[config.mk]
export PLATFORM = sky130hd
export DESIGN_NAME = bmp_stream_reader_flat
export DESIGN_NICKNAME = d
export VERILOG_FILES = /design/src/rtl/bmp_stream_if.sv /design/src/rtl/bmp_stream_reader.sv /design/src/flat_wrapper.sv
export SDC_FILE = /design/constraint.sdc
export NUM_CORES = 1
export LEC_CHECK = 0
export ABC_AREA = 1
export BUFFER_PORTS_ARGS = -buffer_cell sky130_fd_sc_hd__buf_2
export CAP_MARGIN = 20
export CORE_MARGIN = 1
export CORE_UTILIZATION = 54
export CTS_BUF_LIST = sky130_fd_sc_hd__clkbuf_16
export CTS_CLUSTER_SIZE = 28
export DETAILED_ROUTE_END_ITERATION = 10
export PLACE_DENSITY = 0.8
export SYNTH_ARGS = -nofsm -noshare
export SYNTH_HDL_FRONTEND = slang
export SYNTH_SLANG_ARGS = --single-unit
[constraint.sdc]
create_clock -name clk -period 2.11 [get_ports clk]
set_input_delay 0.422 -clock clk [delete_from_list [all_inputs] [get_ports clk]]
set_output_delay 0.422 -clock clk [all_outputs]
set_load 0.02 [all_outputs]
[src/rtl/bmp_stream_if.sv]
// Byte-stream handshake carrying a BMP file into the reader.
// The source drives valid/data; the reader returns ready.
interface bmp_stream_if;
  logic       s_valid;
  logic [7:0] s_data;
  logic       s_ready;

  modport master (
    output s_valid,
    output s_data,
    input  s_ready
  );

  modport slave (
    input  s_valid,
    input  s_data,
    output s_ready
  );
endinterface

[src/rtl/bmp_stream_reader.sv]
// Parses an 8-bit grayscale BMP byte stream: header bytes go to the
// header buffer, pixel bytes to the image RAM, row padding is dropped.
module bmp_stream_reader #(
  parameter int ROW     = 100,
  parameter int COLUMN  = 100,
  parameter int HDR_MAX = 1078,
  parameter int ADDR_W  = 14
) (
  input  logic              clk,
  input  logic              rst,
  input  logic              start,
  bmp_stream_if.slave       s,
  output logic              hdr_we,
  output logic [ADDR_W-1:0] hdr_addr,
  output logic [7:0]        hdr_data,
  output logic              pix_we,
  output logic [ADDR_W-1:0] pix_addr,
  output logic [7:0]        pix_data,
  output logic              busy,
  output logic              header_done,
  output logic              image_done,
  output logic              error,
  output logic [2:0]        err_code
);

  localparam int PIX_N = ROW * COLUMN;
  localparam int PAD_B = (4 - COLUMN % 4) % 4;
  localparam int COL_W = $clog2(COLUMN + 1);

  typedef enum logic [2:0] {
    IDLE, HEADER, PIXEL, PAD, DONE, ERROR
  } state_e;

  state_e state_q, state_d;

  logic [ADDR_W-1:0] byte_cnt_q, byte_cnt_d;
  logic [ADDR_W-1:0] pix_cnt_q, pix_cnt_d;
  logic [COL_W-1:0]  col_cnt_q, col_cnt_d;
  logic [1:0]        pad_cnt_q, pad_cnt_d;
  logic [31:0]       offset_q, offset_d;
  logic [31:0]       width_q, width_d;
  logic [31:0]       height_q, height_d;
  logic [15:0]       bpp_q, bpp_d;

  logic              hdr_we_q, hdr_we_d;
  logic [ADDR_W-1:0] hdr_addr_q, hdr_addr_d;
  logic [7:0]        hdr_data_q, hdr_data_d;
  logic              pix_we_q, pix_we_d;
  logic [ADDR_W-1:0] pix_addr_q, pix_addr_d;
  logic [7:0]        pix_data_q, pix_data_d;
  logic              hdr_done_q, hdr_done_d;
  logic              img_done_q, img_done_d;
  logic              error_q, error_d;
  logic [2:0]        err_code_q, err_code_d;

  logic        run;
  logic        acc;
  logic        lo;
  logic [4:0]  fld;
  logic [15:0] bpp_full;
  logic [2:0]  ec;

  assign run = (state_q == HEADER) ||
               (state_q == PIXEL)  ||
               (state_q == PAD);
  assign acc = s.s_valid & run;
  // header fields of interest all sit below byte 32
  assign lo  = (byte_cnt_q < ADDR_W'(32));
  assign fld = byte_cnt_q[4:0];
  assign bpp_full = {s.s_data, bpp_q[7:0]};

  always_comb begin
    state_d    = state_q;
    byte_cnt_d = byte_cnt_q;
    pix_cnt_d  = pix_cnt_q;
    col_cnt_d  = col_cnt_q;
    pad_cnt_d  = pad_cnt_q;
    offset_d   = offset_q;
    width_d    = width_q;
    height_d   = height_q;
    bpp_d      = bpp_q;
    hdr_we_d   = 1'b0;
    hdr_addr_d = hdr_addr_q;
    hdr_data_d = hdr_data_q;
    pix_we_d   = 1'b0;
    pix_addr_d = pix_addr_q;
    pix_data_d = pix_data_q;
    hdr_done_d = hdr_done_q;
    img_done_d = img_done_q;
    error_d    = error_q;
    err_code_d = err_code_q;
    ec         = 3'd0;

    unique case (state_q)
      IDLE, DONE, ERROR: begin
        if (start) begin
          state_d    = HEADER;
          byte_cnt_d = '0;
          pix_cnt_d  = '0;
          col_cnt_d  = '0;
          pad_cnt_d  = '0;
          offset_d   = '0;
          width_d    = '0;
          height_d   = '0;
          bpp_d      = '0;
          hdr_done_d = 1'b0;
          img_done_d = 1'b0;
          error_d    = 1'b0;
          err_code_d = 3'd0;
        end
      end

      HEADER: begin
        if (acc) begin
          hdr_we_d   = 1'b1;
          hdr_addr_d = byte_cnt_q;
          hdr_data_d = s.s_data;
          byte_cnt_d = byte_cnt_q + 1'b1;
          if (lo) begin
            case (fld)
              5'd10: offset_d[7:0]   = s.s_data;
              5'd11: offset_d[15:8]  = s.s_data;
              5'd12: offset_d[23:16] = s.s_data;
              5'd13: offset_d[31:24] = s.s_data;
              5'd18: width_d[7:0]    = s.s_data;
              5'd19: width_d[15:8]   = s.s_data;
              5'd20: width_d[23:16]  = s.s_data;
              5'd21: width_d[31:24]  = s.s_data;
              5'd22: height_d[7:0]   = s.s_data;
              5'd23: height_d[15:8]  = s.s_data;
              5'd24: height_d[23:16] = s.s_data;
              5'd25: height_d[31:24] = s.s_data;
              5'd28: bpp_d[7:0]      = s.s_data;
              5'd29: bpp_d[15:8]     = s.s_data;
              default: ;
            endcase
            if (fld == 5'd0 && s.s_data != 8'h42)
              ec = 3'd1;
            if (fld == 5'd1 && s.s_data != 8'h4D)
              ec = 3'd1;
            if (fld == 5'd29) begin
              if (bpp_full != 16'd8)
                ec = 3'd2;
              else if (width_q != 32'(COLUMN) ||
                       height_q != 32'(ROW))
                ec = 3'd3;
              else if (offset_q < 32'd54 ||
                       offset_q > 32'(HDR_MAX))
                ec = 3'd4;
            end
          end
          if (ec != 3'd0) begin
            state_d    = ERROR;
            error_d    = 1'b1;
            err_code_d = ec;
          end else if (!lo &&
                       32'(byte_cnt_q) + 32'd1 == offset_q) begin
            state_d    = PIXEL;
            hdr_done_d = 1'b1;
          end
        end
      end

      PIXEL: begin
        if (acc) begin
          pix_we_d   = 1'b1;
          pix_addr_d = pix_cnt_q;
          pix_data_d = s.s_data;
          pix_cnt_d  = pix_cnt_q + 1'b1;
          col_cnt_d  = col_cnt_q + 1'b1;
          if (pix_cnt_q == ADDR_W'(PIX_N - 1)) begin
            state_d    = DONE;
            img_done_d = 1'b1;
          end else if (col_cnt_q == COL_W'(COLUMN - 1)) begin
            col_cnt_d = '0;
            pad_cnt_d = '0;
            if (PAD_B != 0)
              state_d = PAD;
          end
        end
      end

      PAD: begin
        if (acc) begin
          pad_cnt_d = pad_cnt_q + 1'b1;
          if (pad_cnt_q == 2'(PAD_B - 1))
            state_d = PIXEL;
        end
      end

      default: state_d = IDLE;
    endcase
  end

  always_ff @(posedge clk) begin
    if (rst) begin
      state_q    <= IDLE;
      byte_cnt_q <= '0;
      pix_cnt_q  <= '0;
      col_cnt_q  <= '0;
      pad_cnt_q  <= '0;
      offset_q   <= '0;
      width_q    <= '0;
      height_q   <= '0;
      bpp_q      <= '0;
      hdr_we_q   <= 1'b0;
      hdr_addr_q <= '0;
      hdr_data_q <= '0;
      pix_we_q   <= 1'b0;
      pix_addr_q <= '0;
      pix_data_q <= '0;
      hdr_done_q <= 1'b0;
      img_done_q <= 1'b0;
      error_q    <= 1'b0;
      err_code_q <= 3'd0;
    end else begin
      state_q    <= state_d;
      byte_cnt_q <= byte_cnt_d;
      pix_cnt_q  <= pix_cnt_d;
      col_cnt_q  <= col_cnt_d;
      pad_cnt_q  <= pad_cnt_d;
      offset_q   <= offset_d;
      width_q    <= width_d;
      height_q   <= height_d;
      bpp_q      <= bpp_d;
      hdr_we_q   <= hdr_we_d;
      hdr_addr_q <= hdr_addr_d;
      hdr_data_q <= hdr_data_d;
      pix_we_q   <= pix_we_d;
      pix_addr_q <= pix_addr_d;
      pix_data_q <= pix_data_d;
      hdr_done_q <= hdr_done_d;
      img_done_q <= img_done_d;
      error_q    <= error_d;
      err_code_q <= err_code_d;
    end
  end

  assign s.s_ready   = run;
  assign busy        = run;
  assign hdr_we      = hdr_we_q;
  assign hdr_addr    = hdr_addr_q;
  assign hdr_data    = hdr_data_q;
  assign pix_we      = pix_we_q;
  assign pix_addr    = pix_addr_q;
  assign pix_data    = pix_data_q;
  assign header_done = hdr_done_q;
  assign image_done  = img_done_q;
  assign error       = error_q;
  assign err_code    = err_code_q;

endmodule

[src/flat_wrapper.sv]
// flat-port wrapper written by rule: the top's interface ports become plain ports
module bmp_stream_reader_flat 
#(
  parameter int ROW     = 100,
  parameter int COLUMN  = 100,
  parameter int HDR_MAX = 1078,
  parameter int ADDR_W  = 14
)
  (clk, rst, start, hdr_we, hdr_addr, hdr_data, pix_we, pix_addr, pix_data, busy, header_done, image_done, error, err_code, s_s_valid, s_s_data, s_s_ready);
  bmp_stream_if s_i ();
  input  logic clk;
  input  logic rst;
  input  logic start;
  output logic hdr_we;
  output logic [ADDR_W-1:0] hdr_addr;
  output logic [7:0] hdr_data;
  output logic pix_we;
  output logic [ADDR_W-1:0] pix_addr;
  output logic [7:0] pix_data;
  output logic busy;
  output logic header_done;
  output logic image_done;
  output logic error;
  output logic [2:0] err_code;
  input wire logic [$bits(s_i.s_valid)-1:0] s_s_valid;
  input wire logic [$bits(s_i.s_data)-1:0] s_s_data;
  output wire logic [$bits(s_i.s_ready)-1:0] s_s_ready;
  assign s_i.s_valid = s_s_valid;
  assign s_i.s_data = s_s_data;
  assign s_s_ready = s_i.s_ready;
  bmp_stream_reader #(.ROW(ROW), .COLUMN(COLUMN), .HDR_MAX(HDR_MAX), .ADDR_W(ADDR_W)) u_core (.clk(clk), .rst(rst), .start(start), .s(s_i), .hdr_we(hdr_we), .hdr_addr(hdr_addr), .hdr_data(hdr_data), .pix_we(pix_we), .pix_addr(pix_addr), .pix_data(pix_data), .busy(busy), .header_done(header_done), .image_done(image_done), .error(error), .err_code(err_code));
endmodule
# == Word-level counts from Yosys, hierarchy flattened ==
# Index checks and enable logic that the tools add are counted.
# Widths: inputs -> output; s select.
# op_classes
n_addsub,5
n_lt_le_gt_ge,3
eq_ne,55
mux,77
n_bitwise,3
reduce_logical,39
# ops
operator,n
$mux 32,7
$pmux 32 s2,3
$mux 8,16
$reduce_and 5->1,14
$ne 32x7->1 const B,2
$pmux 14 s2,2
$mux 3,18
$eq 5x5->1 const B,10
$mux 14,3
$ne 2x2->1 const B,21
$eq 32x32->1,1
$gt 32x11->1 const B,1
$lt 32x6->1 const B,1
$add 14x1->14 const B,2
$mux 7,4
$eq 5x4->1 const B,4
$ne 16x4->1 const B,1
$ne 8x7->1 const B,2
$pmux 8 s2,1
$add 14x1->15 const B,1
$eq 14x14->1 const B,1
$lt 14x6->1 const B,1
$pmux 7 s2,1
$pmux 3 s4,1
other kinds (31),64
# word_totals
reg_bits,196
inputBits,12
output_inout_bits,54

# == Depth between registers and ports, before layout ==
# depth
ltp_word,15
mapped_depth,17
ltp_nobuf,17

# == Worst setup path after synthesis ==
# OpenSTA, ideal clock, no wires.
# synth_path
kind,reg-to-reg
startpoint,register u_core.byte_cnt_q[0]
endpoint,register u_core.state_q[1]
setup_ns,0.132
arrival_time_ns,1.841
path_slack_ns,0.137
stages_incl_launch_ff,15
cell_sequence,dfxtp_1 ha_1 nand2_1 nor2_1 nand2_1 o21ai_0 nand2_1 nand2_1 nand2_1 nor2_1 nand3_1 nand3_1 nand2_1 nand2_1 a21oi_1
# synth_via
elab_chain_cells,15
# synth_rtl
item,line_no,rtl
from (decl),bmp_stream_reader.sv:36,"logic [ADDR_W-1:0] byte_cnt_q, byte_cnt_d;"
from (signal assigned),bmp_stream_reader.sv:218,byte_cnt_q <= byte_cnt_d;
$logic_not 5->1,bmp_stream_reader.sv:137,if (fld == 5'd0 && s.s_data != 8'h42)
$logic_and 1x1->1,bmp_stream_reader.sv:137,
$mux 1,bmp_stream_reader.sv:137,
$mux 1,bmp_stream_reader.sv:139,if (fld == 5'd1 && s.s_data != 8'h4D)
$mux 3,bmp_stream_reader.sv:147,else if (offset_q < 32'd54 ||
$mux 3,bmp_stream_reader.sv:144,else if (width_q != 32'(COLUMN) ||
$mux 3,bmp_stream_reader.sv:142,if (bpp_full != 16'd8)
$mux 3,bmp_stream_reader.sv:141,if (fld == 5'd29) begin
$mux 3,bmp_stream_reader.sv:119,if (lo) begin
$mux 3,bmp_stream_reader.sv:114,if (acc) begin
$mux 3,bmp_stream_reader.sv:94,unique case (state_q)
$reduce_bool 3->1,bmp_stream_reader.sv:152,if (ec != 3'd0) begin
$mux 3,bmp_stream_reader.sv:152,
$mux 3,bmp_stream_reader.sv:114,
$pmux 3 s4,bmp_stream_reader.sv:94,
to (signal assigned),bmp_stream_reader.sv:217,state_q <= state_d;
to (decl),bmp_stream_reader.sv:34,"state_e state_q, state_d;"
# Parallel ways exist; a longest one is shown, timed or not. The select of a mux whose other input is x is not followed.
# A chain may end at the register's enable or synchronous reset.

# == Final worst setup path ==
# Same ends and word-level chain as after synthesis.

==> impl_metrics.csv <==
group,metric,value,unit
clock_network,htree_levels,4,
global_routing,grt_max_degree,69,
placed_design,dp.cells,1493,
power,power.total,0.0125,W
yosys,yosysSeqAreaShare,0.453,
critical_path,crit_buf_inv,3,
timing,hold_viol,0,
yosys,yosys_warnings,0,
floorplanning,row_count,45,
placed_design,gp_congestion,0.920,
floorplanning,core,15400,um^2
final_layout,antenna_cells,0,
timing,worst_pin_slew,870,ps
timing,slew_violations,0,
routing,vias,8402,
power,p_per_area,1210,nW/um^2
floorplanning,fp.dieH,129,um
clock_network,cts_tree,"built",
critical_path,worst_r2r_startpoint,"u_core.byte_cnt_q[0]$_SDFFE_PP0P_",
final_layout,final_layout_size_suffix_gt1_frac,0.184,
placed_design,port_buffers,65,
clock_network,clock-root-buffer,"clkbuf_16",
critical_path,critPathKind,"reg -> reg",
clock_network,numCtsBuffers,17,
global_routing,track_usage,0.279,
routing,wl_per_cell,14.7,um
global_routing,gr-max-usage-layer,"met2",
routing,drt_iter0_drc,703,
global_routing,antenna_found_initial,1,
power,power_leakage,4.36,nW
critical_path,cp-end-kind,"flop",
critical_path,worst_ep_required_time,2460,ps
placed_design,place_hpwl,15300,um
timing,setup_viol,0,
timing,relSlewSlack,0.416,
hold_path,hold_depth,2,
final_layout,area_growth,19.9,%
clock_network,cts_num_sinks,196,
yosys,synth-edff-count,0,
floorplanning,die_w,129,um
critical_path,crit_top_cell,"buf_4",
critical_path,cp_cell_sequence,"buf_4, ha_1, buf_4, o21ai_0, o211ai_1, nand2_1, o21ai_1, buf_4, a21oi_1, nand3_2, nand2_2, nand2_1, a21oi_1",
global_routing,grt_pass1_wl,36300,um
timing,rsz0062_at_grt,"true",
global_routing,grtUsageMet3,0.0607,
critical_path,critPathSlowestCell,"dfxtp_4",
yosys,ys_seq_elements,196,
timing,setup_ws,17.9,ps
routing,drc_errors,0,
hold_path,hp-class,"in -> reg",
timing,min_period_over_period,0.991,
run_status,status,"completed",
routing,wl,22500,um
final_layout,fillers,1317,
flow_run,cap_violations,0,
critical_path,slowest_delay,360,ps
final_layout,num-nets-final,1326,
final_layout,final_cells,1531,
global_routing,grt.overflow.total,0,
yosys,netlist_area,8650,um^2
critical_path,worstSetupStartpointType,"flop",
global_routing,use_met1,0.359,
timing,min_period,2090,ps
routing,ant_nets,0,
timing,fin_worst_skew,10.0,ps
yosys,ys.flop_type,"dfxtp_1",
power,peakVddDrop,0.770,mV
yosys,synth.distinct_cells,44,
timing,fmax,478,MHz
yosys,synth.avg_cell_area,7.19,um^2
critical_path,rr_worst_depth,13,
critical_path,endpoint,"u_core.state_q[1]$_SDFFE_PP0P_",
global_routing,gr-usage-met2,0.454,
yosys,synthCells,1204,
yosys,syn_nets,1223,
floorplanning,start_util,0.561,
critical_path,rrSetupSlack,20,ps
critical_path,path_delay_family,"compound AO/OA/AOI/OAI gates",
routing,dr.pass1.iters,6,
critical_path,cp_max_fo,4,
critical_path,rr_endpoint,"u_core.state_q[1]$_SDFFE_PP0P_",
clock_network,clkSlewWorstSetupHoldPaths,70,ps
routing,routed_via_density,5.49,
yosys,async_reset_ff_frac,0,
clock_network,cts_buffer_depth,2,
critical_path,arrival,2440,ps
global_routing,grt_pass1_vias,7643,
placed_design,dpl_worst_slack,-101,ps
critical_path,worst-path-stages,13,
critical_path,crit_path_start,"u_core.byte_cnt_q[0]$_SDFFE_PP0P_",
floorplanning,dieArea,16500,um^2
clock_network,insertion_delay,430,ps
floorplanning,io_pins,66,
[worst min path at each step]
| stage | start | endpoint | slack (ps) |
|---|---|---|---|
| 2_1_floorplan | u_core.height_q[10]$_SDFFE_PP0P_ | u_core.height_q[10]$_SDFFE_PP0P_ | 430 |
| 3_3_place_gp | u_core.height_q[20]$_SDFFE_PP0P_ | u_core.height_q[20]$_SDFFE_PP0P_ | 440 |
| 3_5_place_dp | u_core.height_q[27]$_SDFFE_PP0P_ | u_core.height_q[27]$_SDFFE_PP0P_ | 440 |
| 4_1_cts | rst | u_core.pix_cnt_q[0]$_SDFFE_PP0P_ | 270 |
| 5_1_grt | rst | u_core.pix_cnt_q[0]$_SDFFE_PP0P_ | 300 |
| 6_report | rst | u_core.pix_cnt_q[0]$_SDFFE_PP0P_ | 280 |
[cells in the final DEF (no fill, tap or decap), types with 3 or more instances in the layout]
cell        netlist  final
xor2_1            6      6
and3_1            3      3
nor2_1          119    112
clkinvlp_4        0      3
buf_2             8     65
a22oi_1           4      4
inv_2             9     13
nand2_2           8     10
nor3_1           17     16
inv_6             0      3
clkinv_2          0      3
o21ai_1          20     32
dfxtp_1         196    191
nand2_1         227    219
nor2_2            4      6
inv_1           134    130
dfxtp_2           0      3
o21ai_0         111     92
ha_1              7      5
nand2_4           5      9
nor4_1            4      4
clkbuf_16         0     19
nor2_4            2      7
a21oi_1         159    159
a211oi_1          5      5
o21ai_2           0      7
a211oi_2          3      3
o22ai_1           7      7
nand3_2           0      3
nand3_1          67     64
nand4_1          16     16
buf_4             2     64
[logic make-up after synthesis]
kind of cell               Yosys count  synth area share
xor gates and xnor gates             7           0.00867
AOI/OAI and AO/OA                  318             0.194
DFF                                196             0.453
adders and majority gates            7            0.0101
and+or+nand+nor                    479             0.241
buffers and inverters              197            0.0924
[state kept, by name (all words and copies together), names as in the netlist, 3 cells and up]
signal,cells
u_core.bpp_q,8
u_core.offset_q,32
u_core.state_q,3
u_core.col_cnt_q,7
u_core.pix_addr,14
u_core.width_q,32
u_core.err_code,3
u_core.byte_cnt_q,14
u_core.pix_data,8
u_core.hdr_data,8
u_core.hdr_addr,14
u_core.pix_cnt_q,14
u_core.height_q,32
[report_power, final]
| part | internal, W | total (W) | switching, W |
|---|---|---|---|
| Clock | 0.00164 | 0.00310 | 0.00146 |
| Sequential | 0.00445 | 0.00481 | 0.000361 |
| Combinational | 0.00161 | 0.00464 | 0.00302 |
[metal layers]
layer / wire length, um / up-vias
li1: - / 4164
met1: 9880 / 3907
met2: 10500 / 265
met3: 1320 / 64
met4: 717 / 2
met5: 13 / -
[final cells by class]
type                    instances  area [um^2]  area share
clock buffers                  17          425      0.0410
repair buffers                136          946      0.0912
clock inverters                15          133      0.0128
flip-flops and latches        196         3940       0.379
well taps                     211          264      0.0254
multi-input cells             811         4120       0.397
inverters                     145          554      0.0534
[metrics by stage]
stage	setup TNS [ps]	cell area [um^2]	utilization	hold WS, ps
2_1_floorplan	0	8650	-	429
3_3_place_gp	-120	9520	0.617	437
3_5_place_dp	-313	9520	0.617	443
4_1_cts	0	10100	0.654	270
5_1_grt	-436	10400	0.672	298
6_report	0	10400	0.672	278
[synthesized netlist by cell type (all sizes together) (3+ instances only)]
cell	count	area share
ha	7	0.010
nand2	240	0.11
nor4	4	0.0029
a22oi	4	0.0035
nand4	17	0.013
nor3	17	0.0098
buf	16	0.013
o22ai	7	0.0051
xor2	6	0.0061
o21ai	131	0.076
nand3	67	0.039
and3	3	0.0022
a211oi	8	0.0087
a21oi	160	0.094
nor2	126	0.059
clkbuf	36	0.016
inv	145	0.063
dfxtp	196	0.45
[timing repair]
item	4_1_cts	5_1_grt
cloned	0	2
hold buffers	0	0
setup buffers	0	4
pin swaps	0	10
endpoints found under the hold margin	0	0
resized for setup	6	72
setup endpoints to repair	6	58
[worst register-to-register path, cell delays in order (launching register included)]
cell and delay (ps):
dfxtp_4 360, buf_4 150, ha_1 230, buf_4 150, o21ai_0 80, o211ai_1 120, nand2_1 80, o21ai_1 70
buf_4 140, a21oi_1 200, nand3_2 140, nand2_2 100, nand2_1 60, a21oi_1 130
Power figures use the tool's default switching activity.
